### config.mk
export PLATFORM = sky130hd
export DESIGN_NAME = decoder_proj_formal_top
export DESIGN_NICKNAME = d
export VERILOG_FILES = /design/src/rtl/decoder_proj_pkg.sv /design/src/rtl/decoder_proj_seg7.sv /design/src/rtl/decoder_proj_formal_top.sv
export SDC_FILE = /design/constraint.sdc
export NUM_CORES = 1
export LEC_CHECK = 0
export BUFFER_PORTS_ARGS = -buffer_cell sky130_fd_sc_hd__buf_2
export CAP_MARGIN = 10
export CORE_ASPECT_RATIO = 1.75
export CORE_UTILIZATION = 30
export DETAILED_ROUTE_END_ITERATION = 7
export SETUP_SLACK_MARGIN = 0.02
export SLEW_MARGIN = 0
export SYNTH_ARGS = -nofsm -noshare
export SYNTH_HDL_FRONTEND = slang
export SYNTH_HIERARCHICAL = 1
export SYNTH_SLANG_ARGS = --single-unit
### constraint.sdc
create_clock -name clock -period 4.14 [get_ports clock]
set_input_delay 0.414 -clock clock [delete_from_list [all_inputs] [get_ports clock]]
set_output_delay 0.414 -clock clock [all_outputs]
set_load 0.02 [all_outputs]
### src/rtl/decoder_proj_pkg.sv
// rtl/decoder_proj_pkg.sv - shared types, io_in field positions and 7-seg table for the decoder project
package decoder_proj_pkg;

    localparam int NIB_W = 4;
    localparam int DEC_W = 1 << NIB_W;

    localparam int EN_BIT  = 6;
    localparam int MODE_HI = 5;
    localparam int MODE_LO = 4;
    localparam int NIB_HI  = 3;
    localparam int NIB_LO  = 0;

    typedef enum logic [1:0] {
        MODE_ONEHOT = 2'd0,
        MODE_THERMO = 2'd1,
        MODE_PRIO   = 2'd2,
        MODE_GRAY   = 2'd3
    } mode_e;

    // Entry 0 is the rightmost element: {g,f,e,d,c,b,a}, active-high
    localparam logic [15:0][6:0] SEG_HEX = {
        7'h71, 7'h79, 7'h5E, 7'h39, 7'h7C, 7'h77, 7'h6F, 7'h7F,
        7'h07, 7'h7D, 7'h6D, 7'h66, 7'h4F, 7'h5B, 7'h06, 7'h3F
    };

    function automatic logic [NIB_W-1:0] gray_to_bin(input logic [NIB_W-1:0] g);
        logic [NIB_W-1:0] b;
        b[NIB_W-1] = g[NIB_W-1];
        for (int i = NIB_W - 2; i >= 0; i--) begin
            b[i] = b[i+1] ^ g[i];
        end
        return b;
    endfunction

endpackage

### src/rtl/decoder_proj_seg7.sv
// rtl/decoder_proj_seg7.sv - combinational 4-bit value to hex 7-segment pattern lookup
module decoder_proj_seg7
    import decoder_proj_pkg::*;
(
    input  logic [3:0] i_val,
    output logic [6:0] o_seg
);

    assign o_seg = SEG_HEX[i_val];

endmodule

### src/rtl/decoder_proj_formal_top.sv
// rtl/decoder_proj_formal_top.sv - pad-bus decoder with registered outputs; properties under DECODER_FORMAL_CHECKS_EN
module decoder_proj_formal_top
    import decoder_proj_pkg::*;
(
    input  logic             clock,
    input  logic             reset,
    input  logic [6:0]       io_in,
    output logic [DEC_W-1:0] dec_out,
    output logic [6:0]       seg_out,
    output logic             valid
);

    logic             w_en;
    mode_e            w_mode;
    logic [NIB_W-1:0] w_nib;
    logic [DEC_W-1:0] w_dec;
    logic [3:0]       w_r;
    logic [1:0]       w_prio_idx;
    logic [6:0]       w_seg;

    logic [DEC_W-1:0] r_dec;
    logic [6:0]       r_seg;
    logic             r_valid;

    assign w_en   = io_in[EN_BIT];
    assign w_mode = mode_e'(io_in[MODE_HI:MODE_LO]);
    assign w_nib  = io_in[NIB_HI:NIB_LO];

    always_comb begin
        w_prio_idx = 2'd0;
        for (int i = 0; i < NIB_W; i++) begin
            if (w_nib[i]) begin
                w_prio_idx = 2'(i);
            end
        end
    end

    always_comb begin
        w_dec = '0;
        case (w_mode)
            MODE_ONEHOT: w_dec = 16'h1 << w_nib;
            MODE_THERMO: w_dec = (16'h1 << w_nib) - 16'h1;
            MODE_PRIO:   w_dec = {13'b0, |w_nib, w_prio_idx};
            MODE_GRAY:   w_dec = {12'b0, gray_to_bin(w_nib)};
            default:     w_dec = '0;
        endcase
    end

    // ONEHOT/THERMO display the raw nibble; PRIO/GRAY display their low result nibble
    assign w_r = (w_mode == MODE_ONEHOT || w_mode == MODE_THERMO) ? w_nib : w_dec[3:0];

    decoder_proj_seg7 u_seg7 (
        .i_val (w_r),
        .o_seg (w_seg)
    );

    always_ff @(posedge clock) begin
        if (reset) begin
            r_dec   <= '0;
            r_seg   <= '0;
            r_valid <= 1'b0;
        end else begin
            r_valid <= w_en;
            if (w_en) begin
                r_dec <= w_dec;
                r_seg <= w_seg;
            end
        end
    end

    assign dec_out = r_dec;
    assign seg_out = r_seg;
    assign valid   = r_valid;

`ifdef DECODER_FORMAL_CHECKS_EN
    a_onehot: assert property (@(posedge clock)
        (!reset && w_en && w_mode == MODE_ONEHOT) |=> $onehot(dec_out));
    a_thermo: assert property (@(posedge clock)
        (!reset && w_en && w_mode == MODE_THERMO) |=> $onehot({1'b0, dec_out} + 17'd1));
    a_prio: assert property (@(posedge clock)
        (!reset && w_en && w_mode == MODE_PRIO) |=> (dec_out[15:3] == '0));
    a_gray: assert property (@(posedge clock)
        (!reset && w_en && w_mode == MODE_GRAY) |=> (dec_out[15:4] == '0));
    a_reset_valid: assert property (@(posedge clock) reset |=> !valid);
    a_hold: assert property (@(posedge clock)
        (!reset && !w_en) |=> (!valid && $stable(dec_out) && $stable(seg_out)));
    c_onehot: cover property (@(posedge clock) !reset && w_en && w_mode == MODE_ONEHOT);
    c_thermo: cover property (@(posedge clock) !reset && w_en && w_mode == MODE_THERMO);
    c_prio:   cover property (@(posedge clock) !reset && w_en && w_mode == MODE_PRIO);
    c_gray:   cover property (@(posedge clock) !reset && w_en && w_mode == MODE_GRAY);
`else
`endif

endmodule

# After elaboration in Yosys (flattened, before gate mapping)
# Memory sizes are Yosys's and may differ from the RTL's. A register that Yosys moved wholly into a read port is not among the register bits.
# Index checks and enable logic that the tools add are counted.
classes:
  add_sub_neg: 1
  n_mul: 0
  n_div: 0
  order_cmp: 0
  eq_ne: 3
  shifts: 1
  mux: 5
  bitwise_logic: 3
  reduce_logical: 3
ops:
  columns: ["cell", "count"]
  rows:
  - ["one-hot mux 16 bit (4 select lines)", 1]
  - ["left shift 1 x 4 -> 16 bit (first input constant)", 1]
  - ["subtractor 16 x 1 -> 16 bit (second input constant)", 1]
  - ["equality test 2 bit (second input constant)", 2]
  - ["2-to-1 mux 2 bit", 2]
  - ["2-to-1 mux 4 bit", 1]
  - ["OR reduction 4 bit", 1]
  - ["XOR 1 bit", 3]
  - ["equality test 2 x 1 -> 1 bit (second input constant)", 1]
  - ["zero test 2 bit", 1]
  - ["logical OR 1 bit", 1]
  - ["2-to-1 mux 1 bit", 1]
word_totals:
  regBits: 17
  latch_bits: 0
  ramBits: 0
  romBits: 112
  out_inout_bits: 24
  word_cells: 19
  memories: 1
memory_table:
  columns: ["memory", "depth", "width", "read_ports", "rd_clocked_by_memory_dff", "write_ports", "line", "text"]
  rows:
  - ["(name not given)", 16, 7, 1, 1, 0, "decoder_proj_seg7.sv:9", "assign o_seg = SEG_HEX[i_val];"]

# Logic depth before layout (Yosys ltp)
# Gate-level depths: netlist (run 1).
depth:
  depth_word: 5
  mapped_depth: 13

# Cells and area by module
# Netlist (run 1), hierarchy kept.
by_module_without_submodules:
  columns: ["module", "n_inst", "cells_each", "area_each_um2", "seq_area_each_um2"]
  rows:
  - ["decoder_proj_formal_top", 1, 171, 1397.6, 480.5]
  - ["decoder_proj_seg7", 1, 33, 287.8, 0.0]

# Least setup slack after synthesis (run 1)
# OpenSTA, ideal clock, no wires.
synth_timing:
  path_type: "input to register"
  from: "in io_in[3]"
  to: "reg r_seg[3] (netlist: seg_out[3])"
  setup_ps: 128
  arrival_ps: 2895
  slack_ps: 1118
  cell_stages: 11
  path_cell_list: "buf_2 -> inv_1 -> ha_1 -> xnor3_1 -> a32oi_1 -> a21boi_0 -> inv_1 -> ha_1 -> mux4_1 -> mux2i_1 -> nor2_1"
synth_via:
  elab_chain_cells: 5
synth_rtl:
  columns: ["element", "line", "text"]
  rows:
  - ["start: declaration", "decoder_proj_formal_top.sv:7", "input logic [6:0] io_in,"]
  - ["branches (longest 3 deep; another with subtractor 16 x 1 -> 16 bit)", null, null]
  - ["one-hot mux 16 bit (4 select lines) *", "decoder_proj_formal_top.sv:40", "case (w_mode)"]
  - ["2-to-1 mux 4 bit *", "decoder_proj_formal_top.sv:50", "assign w_r = (w_mode == MODE_ONEHOT || w_mode == MODE_THERMO) ? w_nib : w_dec[3:0];"]
  - ["via w_r[0]", "decoder_proj_formal_top.sv:17", "logic [3:0] w_r;"]
  - ["end: declaration", "decoder_proj_formal_top.sv:22", "logic [6:0] r_seg;"]
# Mark *: on every way through the listed nets, which the timed path passes.
# A chain may end at the register's enable or synchronous reset.

# Final worst setup path (run 1)
# Same ends and word-level chain as after synthesis.

==> results of run 1 <==
[state kept, by name (all words and copies together), names as in the netlist]
signal / cells
seg_out: 7
dec_out: 16
valid: 1
[kinds of logic after synthesis]
group	after synthesis	share of synthesized area, %
flip-flops	24	28.5
adder cells (fa/ha/maj)	9	6.68
multiplexers	15	10.1
XOR/XNOR	3	2.38
buffers and inverters	28	7.87
AO/OA/AOI/OAI	53	22.0
AND/OR/NAND/NOR	72	22.4
[worst max path at each step]
| stage | to | depth (start not counted) | slack, ns | startpoint |
|---|---|---|---|---|
| after CTS | seg_out[3] | 11 | 0.99 | io_in[3] |
| after floorplan | seg_out[3] | 11 | 1.12 | io_in[3] |
| after global placement | seg_out[3] | 11 | 0.83 | io_in[3] |
| after global routing | seg_out[3] | 11 | 0.80 | io_in[3] |
| after detailed placement | seg_out[3] | 11 | 0.71 | io_in[3] |
| final | seg_out[3] | 11 | 0.96 | io_in[3] |
[power breakdown]
part / total [µW] / switching (µW) / internal [µW]
sequential: 251 / 6.47 / 245
clock: 164 / 79.1 / 85.0
combinational: 174 / 107 / 66.9
[per-stage QoR]
stage | total power [µW] | hold slack, ns | std cells | setup WS, ns | instance area, µm²
final | 589 | 0.445 | 300 | 0.956 | 1920
after global placement | 428 | 0.432 | 296 | 0.830 | 1860
after CTS | 592 | 0.447 | 300 | 0.986 | 1920
after floorplan | 387 | 0.520 | 204 | 1.12 | 1690
after detailed placement | 429 | 0.435 | 296 | 0.706 | 1860
after global routing | 622 | 0.487 | 300 | 0.801 | 1920
[worst reg2reg max path, cell delays in order, from the launching register on]
cell,delay [ns]
dfxtp_1,0.32
nor2b_1,0.12
a31oi_1,0.16
nor2_1,0.05
[metal layers]
metal | vias to the layer above | track usage (%)
li1 | 780 | -
met1 | 737 | 16.4
met2 | 49 | 31.2
met3 | 15 | 1.79
met4 | 0 | 8.61
met5 | - | 0
[cell type report]
type / count / area (µm²)
clock buffer: 4 / 55.1
fill: 584 / 3430
inverter: 13 / 48.8
multi-input combinational: 152 / 1070
sequential: 24 / 480
tap: 74 / 92.6
timing repair buffer: 33 / 168
[cells in the final DEF (no fill, tap or decap), types with 2 or more instances in the layout]
master	netlist	layout
nor2b_1	3	3
nand4_1	2	2
a22o_1	4	4
o21ai_0	6	6
a31oi_1	3	3
buf_2	10	32
dfxtp_1	24	24
ha_1	9	9
clkbuf_8	0	4
nor3_1	6	6
nand3_1	5	5
nand2b_1	5	5
a211o_1	2	2
nor4_1	3	3
mux2_2	3	3
a21oi_1	12	12
o31ai_1	3	3
inv_1	11	11
nand2_1	15	15
a22oi_1	2	2
o22ai_1	4	4
and2_1	2	2
nand3b_1	2	2
mux2i_1	11	11
nor2_1	21	21
a21o_1	2	2
==> results.cfg, run 1 <==
[routing]
drt_iter0_drc = 60
drt_pass1_iterations = 5
post_drt_wl_per_cell_um = 15.1
num_vias = 1581
wl_met1_um = 1730
dr_wl_met3_um = 133
wl_met2_um = 2470
maxUsedRoutingLayer = met4
remaining_drc_errors = 0
drt-vias-per-instance = 5.27
drt.antenna.violating_nets = 0
routed_wl_um = 4530

[worst_setup_path]
worstPathRequired_ns = 4.29
path_class = primary input to register
arrival_ns = 3.34
end_kind = register
crit_chain = buf_2 -> inv_1 -> ha_1 -> xnor3_1 -> a32oi_1 -> a21boi_0 -> inv_1 -> ha_1 -> mux4_1 -> mux2i_1 -> nor2_1
ff2ff_setup_slack_ns = 3.37
path_buf_inv = 3
worst_setup_path_start_kind = primary input
cp_max_fo = 16
r2r_start = dec_out[5]
cpLargestDelayFamily = adder cells
max_stage_delay_ns = 0.49
regToRegEndpoint = dec_out[5]
slowest_stage = mux4_1
r2r_cells = 3

[die]
fp-row-count = 35
coreArea_um2 = 5340
die_width_um = 58.7
initial_core_util_pct = 31.5
pin_count = 33
dieArea_um2 = 5930
die_h_um = 101

[clock_tree]
post_cts_buffers = 0
cts_made_buffers = 3
clk_latency_ns = 0.27
cts_max_path_buffers = 2
cts-root-buf = clkbuf_8
clock_sinks = 24
cts.repair.resized = 0
cts_tree = yes
hold_buffers = 0
cts_max_level = 1
path_clk_slew_ns = 0.09

[global_routing]
grt_pass1_wl_um = 7350
grt_max_degree = 24
track_usage_pct = 16.2
antenna_found_initial = 0
grt-ovfl-total = 0
grt_pass1_vias = 1523

[layout]
layout.nets = 245
drive_gt1_share_pct = 20.8
num_antenna_cells = 0
area_growth_pct = 13.7
utilization_pct = 35.9

[timing]
worst_pin_slew_ns = 0.947
fmax_ghz = 0.314
finalSetupViolCount = 0
min_period_over_period_pct = 76.9
max_slew_margin_pct = 36.9
skew_ns = 0
drv_slew = 0
tns_ns = 0
min_period_ns = 3.18
finalHoldViolCount = 0
rsz0062_at_grt = no

[synth]
synthDistinctLibCells = 57
synthArstFlopShare_pct = 0
synthTopCellsByCount = 24 x dfxtp_1, 21 x nor2_1, 15 x nand2_1
yosys-top-cells-area = dfxtp_1 29%, ha_1 6.7%, mux2i_1 6.5%, nor2_1 4.7%, a21oi_1 3.6%
ys_ff_latch = 24
ys_seq_area_share_pct = 28.5
syn_inst = 204
synth_edf_count = 0
yosys.area.top_type_share_pct = 28.5
ys_warn_count = 6
netlist_area_um2 = 1690
yosys.area.top_type = dfxtp_1
synth_fp_nets = 222
post-synth-top-count-cell = dfxtp_1
synthFlopType = dfxtp_1
syn_area_per_cell_um2 = 8.26

[placed_design]
dp_hpwl_um = 3420
port_buffers = 32
place.gp.congestion = 0.932

[worst_hold_path]
min_to = dec_out[12]
worstHoldPathCells = 2
min_path_type = register to register
hp-start = dec_out[12]

[power]
peakVddDrop_v = 0.000139
power_density_nw_per_um2 = 307
p_leak_uw = 0.000857

[outcome]
status = complete, no violations

[job]
maxCapViolations = 0
Note: power is estimated with default switching activity, not from simulation.
==> run 2, diff against run 1 <==
==> constraint.sdc (replaced) <==
create_clock -name clock -period 2.9 [get_ports clock]
set_input_delay 0.29 -clock clock [delete_from_list [all_inputs] [get_ports clock]]
set_output_delay 0.29 -clock clock [all_outputs]
set_load 0.02 [all_outputs]
==> results.cfg, run 2 (synthesis results as in run 1) <==
[timing]
skew_ns = 0
fmax_ghz = 0.416
finalHoldViolCount = 0
drv_slew = 0
max_slew_margin_pct = 63.4
min_period_over_period_pct = 82.9
tns_ns = 0
rsz0062_at_grt = no
min_period_ns = 2.40
worst_pin_slew_ns = 0.549
finalSetupViolCount = 0

[layout]
final_cell_mix = 32 x buf_2, 24 x dfxtp_1, 21 x nor2_1, 15 x nand2_1, 12 x a21oi_1
largest_reg_flops = 16
layout.nets = 255
drive_gt1_share_pct = 24.2
num_antenna_cells = 0
utilization_pct = 37.6
final_common_cell = buf_2
area_growth_pct = 19.2

[routing]
num_vias = 1624
drt.antenna.violating_nets = 0
remaining_drc_errors = 0
routed_wl_um = 4390
drt_pass1_iterations = 4
drt-vias-per-instance = 5.24
drt_iter0_drc = 45
post_drt_wl_per_cell_um = 14.1

[placed_design]
port_buffers = 32
place.gp.congestion = 0.880
dp_hpwl_um = 3390

[clock_tree]
cts_made_buffers = 3
clk_latency_ns = 0.27
cts_max_level = 1
cts.repair.resized = 0
cts_max_path_buffers = 2
cts-root-buf = clkbuf_8
hold_buffers = 0
path_clk_slew_ns = 0.09
post_cts_buffers = 0
cts_tree = yes
clock_sinks = 24

[die]
coreArea_um2 = 5340
die_h_um = 101
fp-row-count = 35
initial_core_util_pct = 31.5
die_width_um = 58.7
pin_count = 33
dieArea_um2 = 5930

[worst_setup_path]
worstPathRequired_ns = 3.06
crit_chain = buf_2 -> inv_1 -> ha_1 -> xnor3_1 -> a32oi_1 -> a21boi_1 -> inv_1 -> ha_1 -> mux4_1 -> mux2i_1 -> nor2_1
cp_max_fo = 4
worst_setup_path_start_kind = primary input
r2r_cells = 3
ff2ff_setup_slack_ns = 2.12
regToRegEndpoint = dec_out[5]
critPathLaunch = io_in[3]
path_class = primary input to register
r2r_start = dec_out[5]
max_stage_delay_ns = 0.49
slowest_stage = mux4_1
arrival_ns = 2.56
end_kind = register

[worst_hold_path]
min_to = seg_out[4]
worstHoldPathCells = 2
min_path_type = primary input to register
hp-start = reset

[power]
p_clk_share_pct = 32.3
power_switching_uw = 274
p_leak_uw = 0.000912
p_int_uw = 641
seqPwrFrac_pct = 39.2
peakVddDrop_v = 0.000227
power_density_nw_per_um2 = 456
p_comb_share_pct = 28.5
swShare_pct = 29.9

[global_routing]
track_usage_pct = 15.5
grt_pass1_vias = 1508
grt_pass1_wl_um = 7090
grt_max_degree = 22
antenna_found_initial = 0
grt-ovfl-total = 0

[outcome]
status = complete, no violations

[job]
maxCapViolations = 0
## run 2: cell types whose count changed in the layout (fill, tap and decap cells not counted)
cell       change
clkbuf_8       -1
bufinv_16      +1
buf_4         +10
a21boi_0       -1
a21boi_1       +1
## run 2: worst max path at each step
| stage | to | cells past startpoint |
|---|---|---|
| 2_1_floorplan | seg_out[3] | 11 |
| 3_5_place_dp | seg_out[3] | 11 |
| 3_3_place_gp | seg_out[3] | 11 |
| 6_report | seg_out[3] | 11 |
| 5_1_grt | seg_out[3] | 11 |
| 4_1_cts | seg_out[3] | 11 |
## run 2: per-layer routing
layer | up-vias | wire length [µm] | share of wire [%] | global-route usage, %
met5 | - | 0 | 0 | 0
met4 | 0 | 153 | 3.5 | 7.14
met3 | 10 | 106 | 2.4 | 2.30
met2 | 36 | 2460 | 56 | 30.7
met1 | 776 | 1660 | 38 | 15.0
li1 | 802 | - | - | -
## run 2: area by class of cell
| cell class | count | area (µm²) |
|---|---|---|
| fill | 586 | 3330 |
| sequential | 24 | 480 |
| tap | 74 | 92.6 |
| inverter | 13 | 48.8 |
| clock buffer | 3 | 41.3 |
| timing repair buffer | 43 | 243 |
| clock inverter | 1 | 30.0 |
| multi-input combinational | 152 | 1070 |
## run 2: power groups by stage
| stage | Clock [µW] | Combinational (µW) | Sequential [µW] |
|---|---|---|---|
| finish | 295 | 261 | 359 |
| global route | 314 | 286 | 361 |
| CTS | 302 | 262 | 359 |
| detailed placement | 0 | 261 | 367 |
| global placement | 0 | 259 | 366 |
| floorplan | 0 | 163 | 390 |
## run 2: stage by stage
stage	cell area [µm²]	std cells	hold slack (ns)	total power [µW]	setup WS, ns
2_1_floorplan	1690	204	0.446	553	0.112
5_1_grt	2010	310	0.423	961	0.292
4_1_cts	2010	310	0.409	923	0.497
6_report	2010	310	0.408	915	0.496
3_3_place_gp	1940	306	0.431	625	0.264
3_5_place_dp	1940	306	0.435	627	0.208
## run 2: critical path, delay by kind of cell
kind / cells / cell delay, ns
mux: 2 / 0.63
xor+xnor: 1 / 0.24
buf+inv: 3 / 0.26
fa+ha+maj: 2 / 0.66
simple gates: 1 / 0.05
compound gates: 2 / 0.44
==> run 3, diff against run 2 <==
==> constraint.sdc (replaced) <==
create_clock -name clock -period 2.4 [get_ports clock]
set_input_delay 0.24 -clock clock [delete_from_list [all_inputs] [get_ports clock]]
set_output_delay 0.24 -clock clock [all_outputs]
set_load 0.02 [all_outputs]
==> results.cfg, run 3 (synthesis results as in run 1) <==
[worst_setup_path]
r2r_start = dec_out[5]
end_kind = register
regToRegEndpoint = dec_out[5]
ff2ff_setup_slack_ns = 1.63
crit_path_end = seg_out[3]
path_class = primary input to register
cp_max_fo = 4
r2r_cells = 3
critPathLaunch = io_in[2]
worstPathRequired_ns = 2.55
arrival_ns = 2.32
worst_setup_path_start_kind = primary input

[global_routing]
track_usage_pct = 16.5
grt-ovfl-total = 0
grt_pass1_vias = 1670
grt_max_degree = 22
grt_pass1_wl_um = 7560
antenna_found_initial = 0

[layout]
layout.nets = 266
num_antenna_cells = 0
final_common_cell = buf_2
utilization_pct = 39.9
final_cells = 321
drive_gt1_share_pct = 29.6
area_growth_pct = 26.4
largest_reg_flops = 16
final_cell_mix = 32 x buf_2, 24 x dfxtp_1, 22 x buf_4, 21 x nor2_1, 15 x nand2_1

[job]
maxCapViolations = 0

[timing]
finalSetupViolCount = 0
worst_pin_slew_ns = 0.496
fmax_ghz = 0.461
drv_slew = 0
skew_ns = 0
min_period_ns = 2.17
finalHoldViolCount = 0
min_period_over_period_pct = 90.3
max_slew_margin_pct = 66.9
rsz0062_at_grt = no

[die]
die_h_um = 101
initial_core_util_pct = 31.5
coreArea_um2 = 5340
pin_count = 33
die_width_um = 58.7
fp-row-count = 35
dieArea_um2 = 5930

[routing]
drt-vias-per-instance = 5.26
post_drt_wl_per_cell_um = 14.4
drt.antenna.violating_nets = 0
remaining_drc_errors = 0
routed_wl_um = 4620
drt_pass1_iterations = 4
drt_iter0_drc = 54
num_vias = 1687

[placed_design]
dp_hpwl_um = 3520
port_buffers = 32
place_inst = 317
place.gp.congestion = 0.871

[clock_tree]
clock_sinks = 24
path_clk_slew_ns = 0.09
cts-root-buf = clkbuf_8
post_cts_buffers = 0
cts_tree = yes
cts_made_buffers = 3
clk_latency_ns = 0.27
cts.repair.resized = 0
cts_max_level = 1
hold_buffers = 0
cts_max_path_buffers = 2

[power]
swShare_pct = 30.2
seqPwrFrac_pct = 38.0
peakVddDrop_v = 0.000249
p_leak_uw = 0.000971
finalPower_uw = 1140
power_switching_uw = 344
power_density_nw_per_um2 = 536
p_clk_share_pct = 31.4
p_int_uw = 797
p_comb_share_pct = 30.6

[outcome]
status = complete, no violations

[worst_hold_path]
worstHoldPathCells = 2
min_path_type = primary input to register
==> run 3: cell types whose count changed in the layout (fill, tap and decap cells not counted), sizes merged <==
cell  delta
buf     +11
==> run 3: how the worst min path moves through the flow <==
| stage | start | to | slack, ns |
|---|---|---|---|
| after detailed placement | dec_out[12] | dec_out[12] | 0.43 |
| after floorplan | io_in[6] | valid | 0.40 |
| after global placement | dec_out[12] | dec_out[12] | 0.43 |
| after global routing | reset | dec_out[15] | 0.38 |
| final | reset | seg_out[0] | 0.35 |
| after CTS | reset | seg_out[0] | 0.36 |
==> run 3: metal layers <==
layer	global-route usage (%)	wire length, µm	share of wire (%)
met1	16.9	1750	38
met2	30.9	2540	55
met3	1.66	153	3.3
met4	10.4	173	3.7
met5	0	0	0
==> run 3: power by group through the flow <==
stage          sequential, µW  clock (µW)  combinational, µW
2_1_floorplan             472           0                210
3_3_place_gp              442           0                345
3_5_place_dp              443           0                347
4_1_cts                   434         368                350
5_1_grt                   436         384                386
6_report                  433         358                349
==> run 3: final cells by class <==
cell class                 count  area [µm²]
inverter                      13        51.3
timing repair buffer          54         325
fill                         573        3210
clock buffer                   3        41.3
clock inverter                 1        30.0
multi-input combinational    152        1110
tap                           74        92.6
sequential                    24         480
==> run 3: per-stage QoR <==
stage                     cell area [µm²]  setup slack [ns]  setup TNS (ns)  hold WS (ns)
final                                2130             0.232               0         0.354
after detailed placement             2060           -0.0829         -0.0882         0.430
after floorplan                      1740            0.0200               0         0.396
after CTS                            2130             0.215               0         0.357
after global placement               2060           -0.0264         -0.0264         0.427
after global routing                 2130            0.0620               0         0.384
==> run 3: worst max-delay path: stages <==
cell and delay [ns]:
buf_2 0.11, inv_4 0.04, ha_4 0.25, xnor3_1 0.21, a32oi_1 0.21, a21boi_4 0.26, inv_2 0.08, ha_4 0.24
mux4_1 0.47, mux2i_1 0.14, nor2_1 0.05
